[src/rtl/sram_port_arbiter.sv]
// N-master arbiter for the single-port SRAM macro.
// Registered one-hot grant, round-robin or fixed priority, bounded lock bursts.
module sram_port_arbiter #(
    parameter int NUM_MST  = 3,
    parameter int ADDR_W   = 9,
    parameter int DATA_W   = 8,
    parameter int RR_EN    = 1,
    parameter int MAX_HOLD = 16
) (
    input  logic                       CLK,
    input  logic                       RST,
    input  logic [NUM_MST-1:0]         REQ,
    input  logic [NUM_MST-1:0]         LOCK,
    input  logic [NUM_MST-1:0]         WE,
    input  logic [NUM_MST*ADDR_W-1:0]  ADDR,
    input  logic [NUM_MST*DATA_W-1:0]  WDATA,
    output logic [NUM_MST-1:0]         GNT,
    output logic [NUM_MST-1:0]         RVALID,
    output logic [DATA_W-1:0]          RDATA,
    output logic                       CEN,
    output logic                       WEN,
    output logic [ADDR_W-1:0]          A,
    output logic [DATA_W-1:0]          D,
    input  logic [DATA_W-1:0]          Q
);

    localparam int IW = (NUM_MST > 1) ? $clog2(NUM_MST) : 1;
    localparam int HW = (MAX_HOLD > 1) ? $clog2(MAX_HOLD) : 1;

    localparam logic [0:0] ST_IDLE  = 1'b0;
    localparam logic [0:0] ST_OWNED = 1'b1;

    logic [0:0]         state;
    logic [IW-1:0]      owner;
    logic [IW-1:0]      rr_ptr;
    logic [IW-1:0]      win;
    logic [HW-1:0]      hold_cnt;
    logic [NUM_MST-1:0] gnt_q;
    logic [NUM_MST-1:0] rvalid_q;
    logic [NUM_MST-1:0] cand;
    logic [DATA_W-1:0]  rdata_q;
    logic [DATA_W-1:0]  d_q;
    logic [ADDR_W-1:0]  a_q;
    logic [ADDR_W-1:0]  addr_a  [NUM_MST];
    logic [DATA_W-1:0]  wdata_a [NUM_MST];
    logic               acc;
    logic               sel_we;
    logic               locked;
    logic               hold;
    logic               expired;
    logic               others;
    logic               found;

    always_comb begin
        for (int m = 0; m < NUM_MST; m++) begin
            addr_a[m]  = ADDR[m*ADDR_W +: ADDR_W];
            wdata_a[m] = WDATA[m*DATA_W +: DATA_W];
        end
    end

    // gnt_q is one-hot, so masking with it selects the owner's bits
    assign acc     = |(REQ & gnt_q);
    assign sel_we  = |(WE & gnt_q);
    assign locked  = |(REQ & LOCK & gnt_q);
    assign hold    = locked && (hold_cnt < HW'(MAX_HOLD - 1));
    assign expired = locked && !hold;
    assign others  = |(REQ & ~gnt_q);
    assign cand    = (expired && others) ? (REQ & ~gnt_q) : REQ;

    always_comb begin
        int idx;
        idx   = 0;
        found = 1'b0;
        win   = '0;
        if (RR_EN != 0) begin
            for (int k = 1; k <= NUM_MST; k++) begin
                idx = (int'(rr_ptr) + k) % NUM_MST;
                if (!found && cand[idx]) begin
                    found = 1'b1;
                    win   = IW'(idx);
                end
            end
        end else begin
            for (int k = NUM_MST - 1; k >= 0; k--) begin
                if (cand[k]) begin
                    found = 1'b1;
                    win   = IW'(k);
                end
            end
        end
    end

    always_ff @(posedge CLK or posedge RST) begin
        if (RST) begin
            state    <= ST_IDLE;
            owner    <= '0;
            rr_ptr   <= IW'(NUM_MST - 1);
            hold_cnt <= '0;
            gnt_q    <= '0;
        end else if (hold) begin
            hold_cnt <= hold_cnt + 1'b1;
        end else if (found) begin
            state    <= ST_OWNED;
            owner    <= win;
            rr_ptr   <= win;
            hold_cnt <= '0;
            gnt_q    <= NUM_MST'(1) << win;
        end else begin
            state    <= ST_IDLE;
            hold_cnt <= '0;
            gnt_q    <= '0;
        end
    end

    always_ff @(posedge CLK or posedge RST) begin
        if (RST) begin
            rvalid_q <= '0;
            rdata_q  <= '0;
            a_q      <= '0;
            d_q      <= '0;
        end else begin
            rvalid_q <= (acc && !sel_we) ? gnt_q : '0;
            if (|rvalid_q)
                rdata_q <= Q;
            if (acc) begin
                a_q <= addr_a[owner];
                d_q <= wdata_a[owner];
            end
        end
    end

    // A withdrawn owner leaves the port idle but keeps A/D stable
    assign GNT    = (state == ST_OWNED) ? gnt_q : '0;
    assign RVALID = rvalid_q;
    assign RDATA  = (|rvalid_q) ? Q : rdata_q;
    assign CEN    = ~acc;
    assign WEN    = ~(acc && sel_we);
    assign A      = acc ? addr_a[owner] : a_q;
    assign D      = acc ? wdata_a[owner] : d_q;

endmodule

[config.mk]
export PLATFORM = sky130hd
export DESIGN_NAME = sram_port_arbiter
export DESIGN_NICKNAME = d
export VERILOG_FILES = /design/src/rtl/sram_port_arbiter.sv
export SDC_FILE = /design/constraint.sdc
export NUM_CORES = 1
export LEC_CHECK = 0
export ABC_AREA = 0
export CAP_MARGIN = 30
export CORE_MARGIN = 2
export CORE_UTILIZATION = 36
export CTS_CLUSTER_DIAMETER = 30
export DETAILED_ROUTE_END_ITERATION = 8
export PLACE_DENSITY_LB_ADDON = 0.3
export SKIP_LAST_GASP = 1
export SLEW_MARGIN = 40
export SYNTH_ARGS = -nofsm -noshare
export SYNTH_HDL_FRONTEND = slang
export SYNTH_SLANG_ARGS = --single-unit
[constraint.sdc]
create_clock -name CLK -period 1.86 [get_ports CLK]
set_input_delay 0.558 -clock CLK [delete_from_list [all_inputs] [get_ports CLK]]
set_output_delay 0.558 -clock CLK [all_outputs]
set_load 0.1 [all_outputs]
==> results.txt <==
----------------------------------------------------
[STA]
  Final worst hold slack ... 0.496 ns
  Setup-failing EPs final ... 31
  Slew headroom ... 76.3%
  Worst-margin pin slew ... 0.345 ns
  Final count of pins violating max slew ... 0
  Part of the cycle the worst path needs ... 133%
  Final worst path period need ... 2.47 ns
  Peak Freq ... 405 MHz
  Worst Skew ... 0.0107 ns
  Unrepaired setup endpoints after global routing ... yes
  Slack of the critical path ... -0.610 ns
  Fin. Hold Viols ... 0

[Min path]
  Tightest Hold Check Type ... reg -> reg

[Critical path]
  R2r setup slk ... -0.03 ns
  Data arrival time of the worst path ... 1.91 ns
  Critical Path End Type ... primary output
  Data required time of the critical path ... 1.30 ns
  Critical Path Fanout Max ... 16
  Classification of the worst setup path ... reg -> out
  CP Launch Type ... flop

[Yosys]
  Register area share after synthesis ... 46.8%
  Synth Cell Area ... 2090 um^2
  Synthesized instance count ... 222
  Post-synthesis area per instance ... 9.41 um^2
  Main synth FF type ... sky130_fd_sc_hd__dfrtp_1
  Yosys warns ... 0
  Post-synthesis sequential element count ... 39
  Distinct cell type count after synthesis ... 41
  Post-synth net total ... 295
  Share of synthesized flip-flops with an asynchronous set or reset ... 100%
  Number of synthesized flops with an enable pin ... 0

[Die]
  Cell row count ... 27
  Initial cell density of the core ... 37.7%
  Chip Height ... 80.2 um
  Ports placed on the boundary ... 103
  Die footprint ... 6430 um^2
  Floorplan die width ... 80.2 um
  Core area ... 5540 um^2

[Route]
  Final wirelength ... 10000 um
  Wire length on met1 ... 3790 um
  Remaining antenna violation count ... 0
  Number of vias in the routed layout ... 2453
  Initial DRC count ... 176
  WL met3 ... 640 um
  First-pass iteration count of the detailed router ... 4
  Drc violations ... 0
  Average routed wire per standard cell ... 22.5 um
  Detailed route wirelength on metal2 ... 5160 um
  Routed via count divided by cell count ... 5.49
  Top sig layer ... met4

[Global routing]
  Congestion Overflow GR ... 0
  Number of antenna violations at the first check in global routing ... 0
  Total track usage ... 28.6%
  Global-route wire length before repair ... 13700 um
  Via count of the first global-routing pass ... 2561
  Largest net degree at the start of global routing ... 23

[Clocking]
  Clk_lat worst skew ... 0.30 ns
  Sinks on Clock Net ... 39
  CTS root buffer ... sky130_fd_sc_hd__clkbuf_8
  Maximum buffer depth of the clock tree ... 2
  TritonCTS clock tree ... done
  Clock-pin slew of the registers on the worst-case setup and hold paths ... 0.08 ns
  Number of CTS-inserted buffers ... 5
  H-tree Lvls ... 2

[Placement]
  Gpl congestion ... 0.839
  Final HPWL from detailed placement ... 5370 um
  IO buf count ... 102

[Finish]
  Commonest cells after routing, fill and taps aside ... sky130_fd_sc_hd__clkdlybuf4s50_1, sky130_fd_sc_hd__buf_12, sky130_fd_sc_hd__buf_4, sky130_fd_sc_hd__dfrtp_1, sky130_fd_sc_hd__nor2_1
  Antenna diode count ... 0
  Fraction of layout cells with a size suffix above 1 ... 50.1%
  Post-synthesis to final-layout area growth ... 122%
  Final core utilization ... 83.8%
  Final net count ... 447
  Most common cell after layout, fill and taps aside ... sky130_fd_sc_hd__clkdlybuf4s50_1

[Outcome]
  Outcome ... finished with violations
  Violated checks ... negative setup slack

[Flow run]
  Max-cap violation count ... 0

----------------------------------------------------
==> per-stage QoR <==
stage	area [um^2]	cells	worst slack, ns	setup TNS (ns)
6_report	4640	447	-0.610	-11.40
3_5_place_dp	4040	423	-0.711	-18.94
4_1_cts	4470	440	-0.416	-9.60
2_1_floorplan	2390	222	-0.351	-8.29
3_3_place_gp	4040	423	-0.672	-17.57
5_1_grt	4640	447	-0.641	-12.57
==> layout make-up <==
cell class / count / area [um^2]
timing repair buffer: 154 / 1880
multi-input combinational: 169 / 1520
sequential: 39 / 985
fill: 257 / 900
tap: 72 / 90.1
clock buffer: 6 / 72.6
clock inverter: 2 / 60.1
inverter: 5 / 33.8
==> repair_timing <==
item | in CTS | in global routing
pin swaps | 28 | 16
cloned | 3 | 0
buffers inserted | 6 | 7
hold buffers | 0 | 0
hold endpoints to repair | 0 | 0
endpoints found under the setup margin | 34 | 32
gates resized for setup | 89 | 27
==> routing by layer <==
layer / GRT usage [%] / vias to the layer above
met1: 31.9 / 1210
met5: 0 / -
met2: 51.7 / 125
met3: 6.40 / 37
met4: 12.9 / 0
li1: - / 1081
==> cell families (layout without fill, tap and decap cells) <==
| group | Yosys count | count (layout) | synth area share, % |
|---|---|---|---|
| AO/OA/AOI/OAI | 59 | 59 | 16.2 |
| flip-flops | 39 | 39 | 46.8 |
| adder cells (fa/ha/maj) | 3 | 3 | 1.80 |
| buffers and inverters | 14 | 167 | 2.94 |
| XOR/XNOR | 2 | 2 | 0.839 |
| multiplexers | 25 | 25 | 12.5 |
| AND/OR/NAND/NOR | 80 | 80 | 18.9 |
==> state kept, by name, indices dropped and copies added, names as in the netlist <==
| signal | count |
|---|---|
| rr_ptr | 1 |
| RVALID | 3 |
| a_q | 9 |
| d_q | 8 |
| rdata_q | 8 |
| hold_cnt | 4 |
| gnt_q | 3 |
| owner | 2 |
| state | 1 |
==> critical path: stages, from the launching register on <==
cell	delay, ns
sky130_fd_sc_hd__dfrtp_1	0.42
sky130_fd_sc_hd__buf_12	0.19
sky130_fd_sc_hd__buf_4	0.14
sky130_fd_sc_hd__mux2i_1	0.34
sky130_fd_sc_hd__o221ai_2	0.18
sky130_fd_sc_hd__o21a_4	0.16
sky130_fd_sc_hd__buf_12	0.16
==> synthesized netlist by cell type (2+ instances only) <==
master / count / area, um^2
sky130_fd_sc_hd__and2_2: 2 / 15.0
sky130_fd_sc_hd__nand2_1: 13 / 48.8
sky130_fd_sc_hd__nand4_1: 2 / 12.5
sky130_fd_sc_hd__o21a_1: 3 / 22.5
sky130_fd_sc_hd__a22oi_1: 2 / 15.0
sky130_fd_sc_hd__nor2_1: 37 / 139
sky130_fd_sc_hd__and3_2: 3 / 22.5
sky130_fd_sc_hd__nor3_1: 3 / 15.0
sky130_fd_sc_hd__clkbuf_1: 4 / 15.0
sky130_fd_sc_hd__buf_2: 4 / 20.0
sky130_fd_sc_hd__ha_1: 3 / 37.5
sky130_fd_sc_hd__o21ai_0: 9 / 45.0
sky130_fd_sc_hd__mux2i_1: 17 / 170
sky130_fd_sc_hd__mux2_2: 8 / 90.1
sky130_fd_sc_hd__nand3_1: 5 / 25.0
sky130_fd_sc_hd__and2b_1: 3 / 22.5
sky130_fd_sc_hd__and2_1: 4 / 25.0
sky130_fd_sc_hd__dfrtp_1: 38 / 951
sky130_fd_sc_hd__inv_1: 5 / 18.8
sky130_fd_sc_hd__o21ai_1: 2 / 10.0
sky130_fd_sc_hd__a21oi_1: 34 / 170
sky130_fd_sc_hd__nor3_2: 2 / 20.0
==> path summary, 6_finish.rpt <==
check                              end  depth (start not counted)         from
max reg2reg                   owner[1]                          7     gnt_q[1]
max                               A[7]                          6     owner[1]
min reg2reg                hold_cnt[0]                          1  hold_cnt[0]
max in group asynchronous    rr_ptr[1]                          3          RST
min                        hold_cnt[0]                          1  hold_cnt[0]
min in group asynchronous   rdata_q[1]                          2          RST
Power of run 1 is not shown: default switching activity piles up to over one toggle a cycle in this logic, so the estimate is an artifact.
==> RTL edit (same flow settings) <==
The parameter `DATA_W` goes from 8 to 10.
--- a/src/rtl/sram_port_arbiter.sv
+++ b/src/rtl/sram_port_arbiter.sv
@@ -5,3 +5,3 @@
     parameter int ADDR_W   = 9,
-    parameter int DATA_W   = 8,
+    parameter int DATA_W   = 10,
     parameter int RR_EN    = 1,
Ports: changed (resized D, Q, RDATA and WDATA); port bits go from 103 to 115. The function was not compared with the original's and may differ.
==> RTL edit against the unedited design <==
The run still ends with negative setup slack left; cell area increased by 7.3%; sequential cell count increased by 4; setup slack improved by 0.13 ns; die area increased by 8.3%; wire length decreased by 3.2%; via count increased by 5.9%; area after synthesis increased by 8.7%; largest cell class unchanged; highest routed layer unchanged.
Power is left out: the tool's default activity adds up to more than one toggle a clock period on the data nets, which glitch-free logic cannot reach.
==> RTL edit: results (changes against the unedited design) <==
- The biggest fanout along the worst timing path is 8 (-8).
- The largest registers in the layout are d_q (10), rdata_q (10), a_q (9).
- The routability congestion estimate from global placement is 0.801 (-4.6%).
- The wire length after detailed routing was 9730 um (-3.2%).
- The detailed router's first-iteration violation count is 190 (+8.0%).
- The class of the worst hold path is in2async.
- The number of nets in the finished design was 482 (+7.8%).
- The first-pass GRT wire length is 13800 um (+1.2%).
- Ranked by total cell area, the synthesized netlist is headed by sky130_fd_sc_hd__dfrtp_1 46%, sky130_fd_sc_hd__a21oi_1 8.4%, sky130_fd_sc_hd__mux2i_1 8.4%.
- The final worst slack is -0.483 ns (+0.127 ns).
- The proportion of synthesized chip area in sequential cells is 0.474 (+0.00644).
- The all-layer global routing usage is 0.249 (-0.0371).
- The post-synthesis share of cell area spent on xor and xnor gates is 0.00771 (-0.000675).
- The total nets after synthesis was 323 (+9.5%).
- By count the netlist is led by 48 x sky130_fd_sc_hd__nor2_1, 42 x sky130_fd_sc_hd__dfrtp_1, 38 x sky130_fd_sc_hd__a21oi_1.
- The run finished, with violations left.
- The fraction of layout instances using a drive strength above 1 was 0.458 (-0.0436).
- The multiplexer share of the synthesized area is 0.133 (+0.00871).
- The minimum setup slack after placement is -0.733 ns (-0.0223 ns).
- The adder-cell share of the synthesized area is 0.0209 (+0.00296).
- The half-perimeter wire length of the detailed placement result is 5750 um (+7.1%).
- The checks that failed: negative setup slack.
- The pin count of the biggest net entering global routing is 20 (-13%).
- The critical path data arrival time is 1.78 ns (-0.13 ns).
- The number of endpoints failing setup at the final stage is 38 (+23%).
[RTL edit: per-stage QoR]
| stage | TNS, ns | util | instances | instance area, um^2 |
|---|---|---|---|---|
| 2_1_floorplan | -10.79 | - | 242 | 2580 |
| 3_3_place_gp | -21.67 | 0.736 | 455 | 4440 |
| 3_5_place_dp | -23.91 | 0.736 | 455 | 4440 |
| 4_1_cts | -12.95 | 0.814 | 474 | 4900 |
| 5_1_grt | -15.94 | 0.827 | 477 | 4980 |
| 6_report | -13.51 | 0.827 | 477 | 4980 |
[RTL edit: kinds of logic (layout without fill, tap and decap cells)]
family | Yosys count | count (layout)
simple gates | 84 | 84
compound gates | 63 | 63
flops | 43 | 43
mux | 29 | 29
buf+inv | 17 | 177
fa+ha+maj | 4 | 4
xor+xnor | 2 | 2
[RTL edit: final timing paths]
check / startpoint / end / depth (start not counted)
worst max register to register: hold_cnt[1] / rr_ptr[1] / 7
worst max-delay path: gnt_q[2] / D[0] / 6
min in group CLK: rr_ptr[1] / rr_ptr[1] / 2
worst min register to register: rr_ptr[1] / rr_ptr[1] / 2
worst min-delay path: RST / d_q[1] / 2
max in group asynchronous: RST / rr_ptr[1] / 3
[RTL edit: worst max-delay path, cell delays in order, from the launching register on]
cell	delay (ns)
sky130_fd_sc_hd__dfrtp_1	0.40
sky130_fd_sc_hd__a22oi_2	0.27
sky130_fd_sc_hd__nand2_8	0.11
sky130_fd_sc_hd__buf_12	0.16
sky130_fd_sc_hd__buf_12	0.15
sky130_fd_sc_hd__a21oi_4	0.18
sky130_fd_sc_hd__buf_12	0.20
[RTL edit: what timing repair did]
| action | 4_1_cts | 5_1_grt |
|---|---|---|
| hold buffers | 0 | 0 |
| pin swaps | 19 | 10 |
| endpoints found under the setup margin | 39 | 38 |
| gates resized for setup | 68 | 29 |
| buffers inserted | 8 | 5 |
| cloned | 3 | 0 |
[RTL edit: area by class of cell]
cell class | count | area (um^2)
clock inverters | 3 | 43.8
well taps | 75 | 93.8
flip-flops and latches | 43 | 1080
repair buffers | 164 | 2040
fillers | 284 | 1040
clock buffers | 5 | 68.8
inverters | 5 | 31.3
multi-input cells | 182 | 1620
[RTL edit: routing by layer]
metal	global-route usage	vias up	part of all wire
met1	0.263	1307	0.36
met2	0.467	108	0.56
met4	0.107	0	0.032
met5	0	-	0
met3	0.0616	28	0.047
li1	-	1154	-
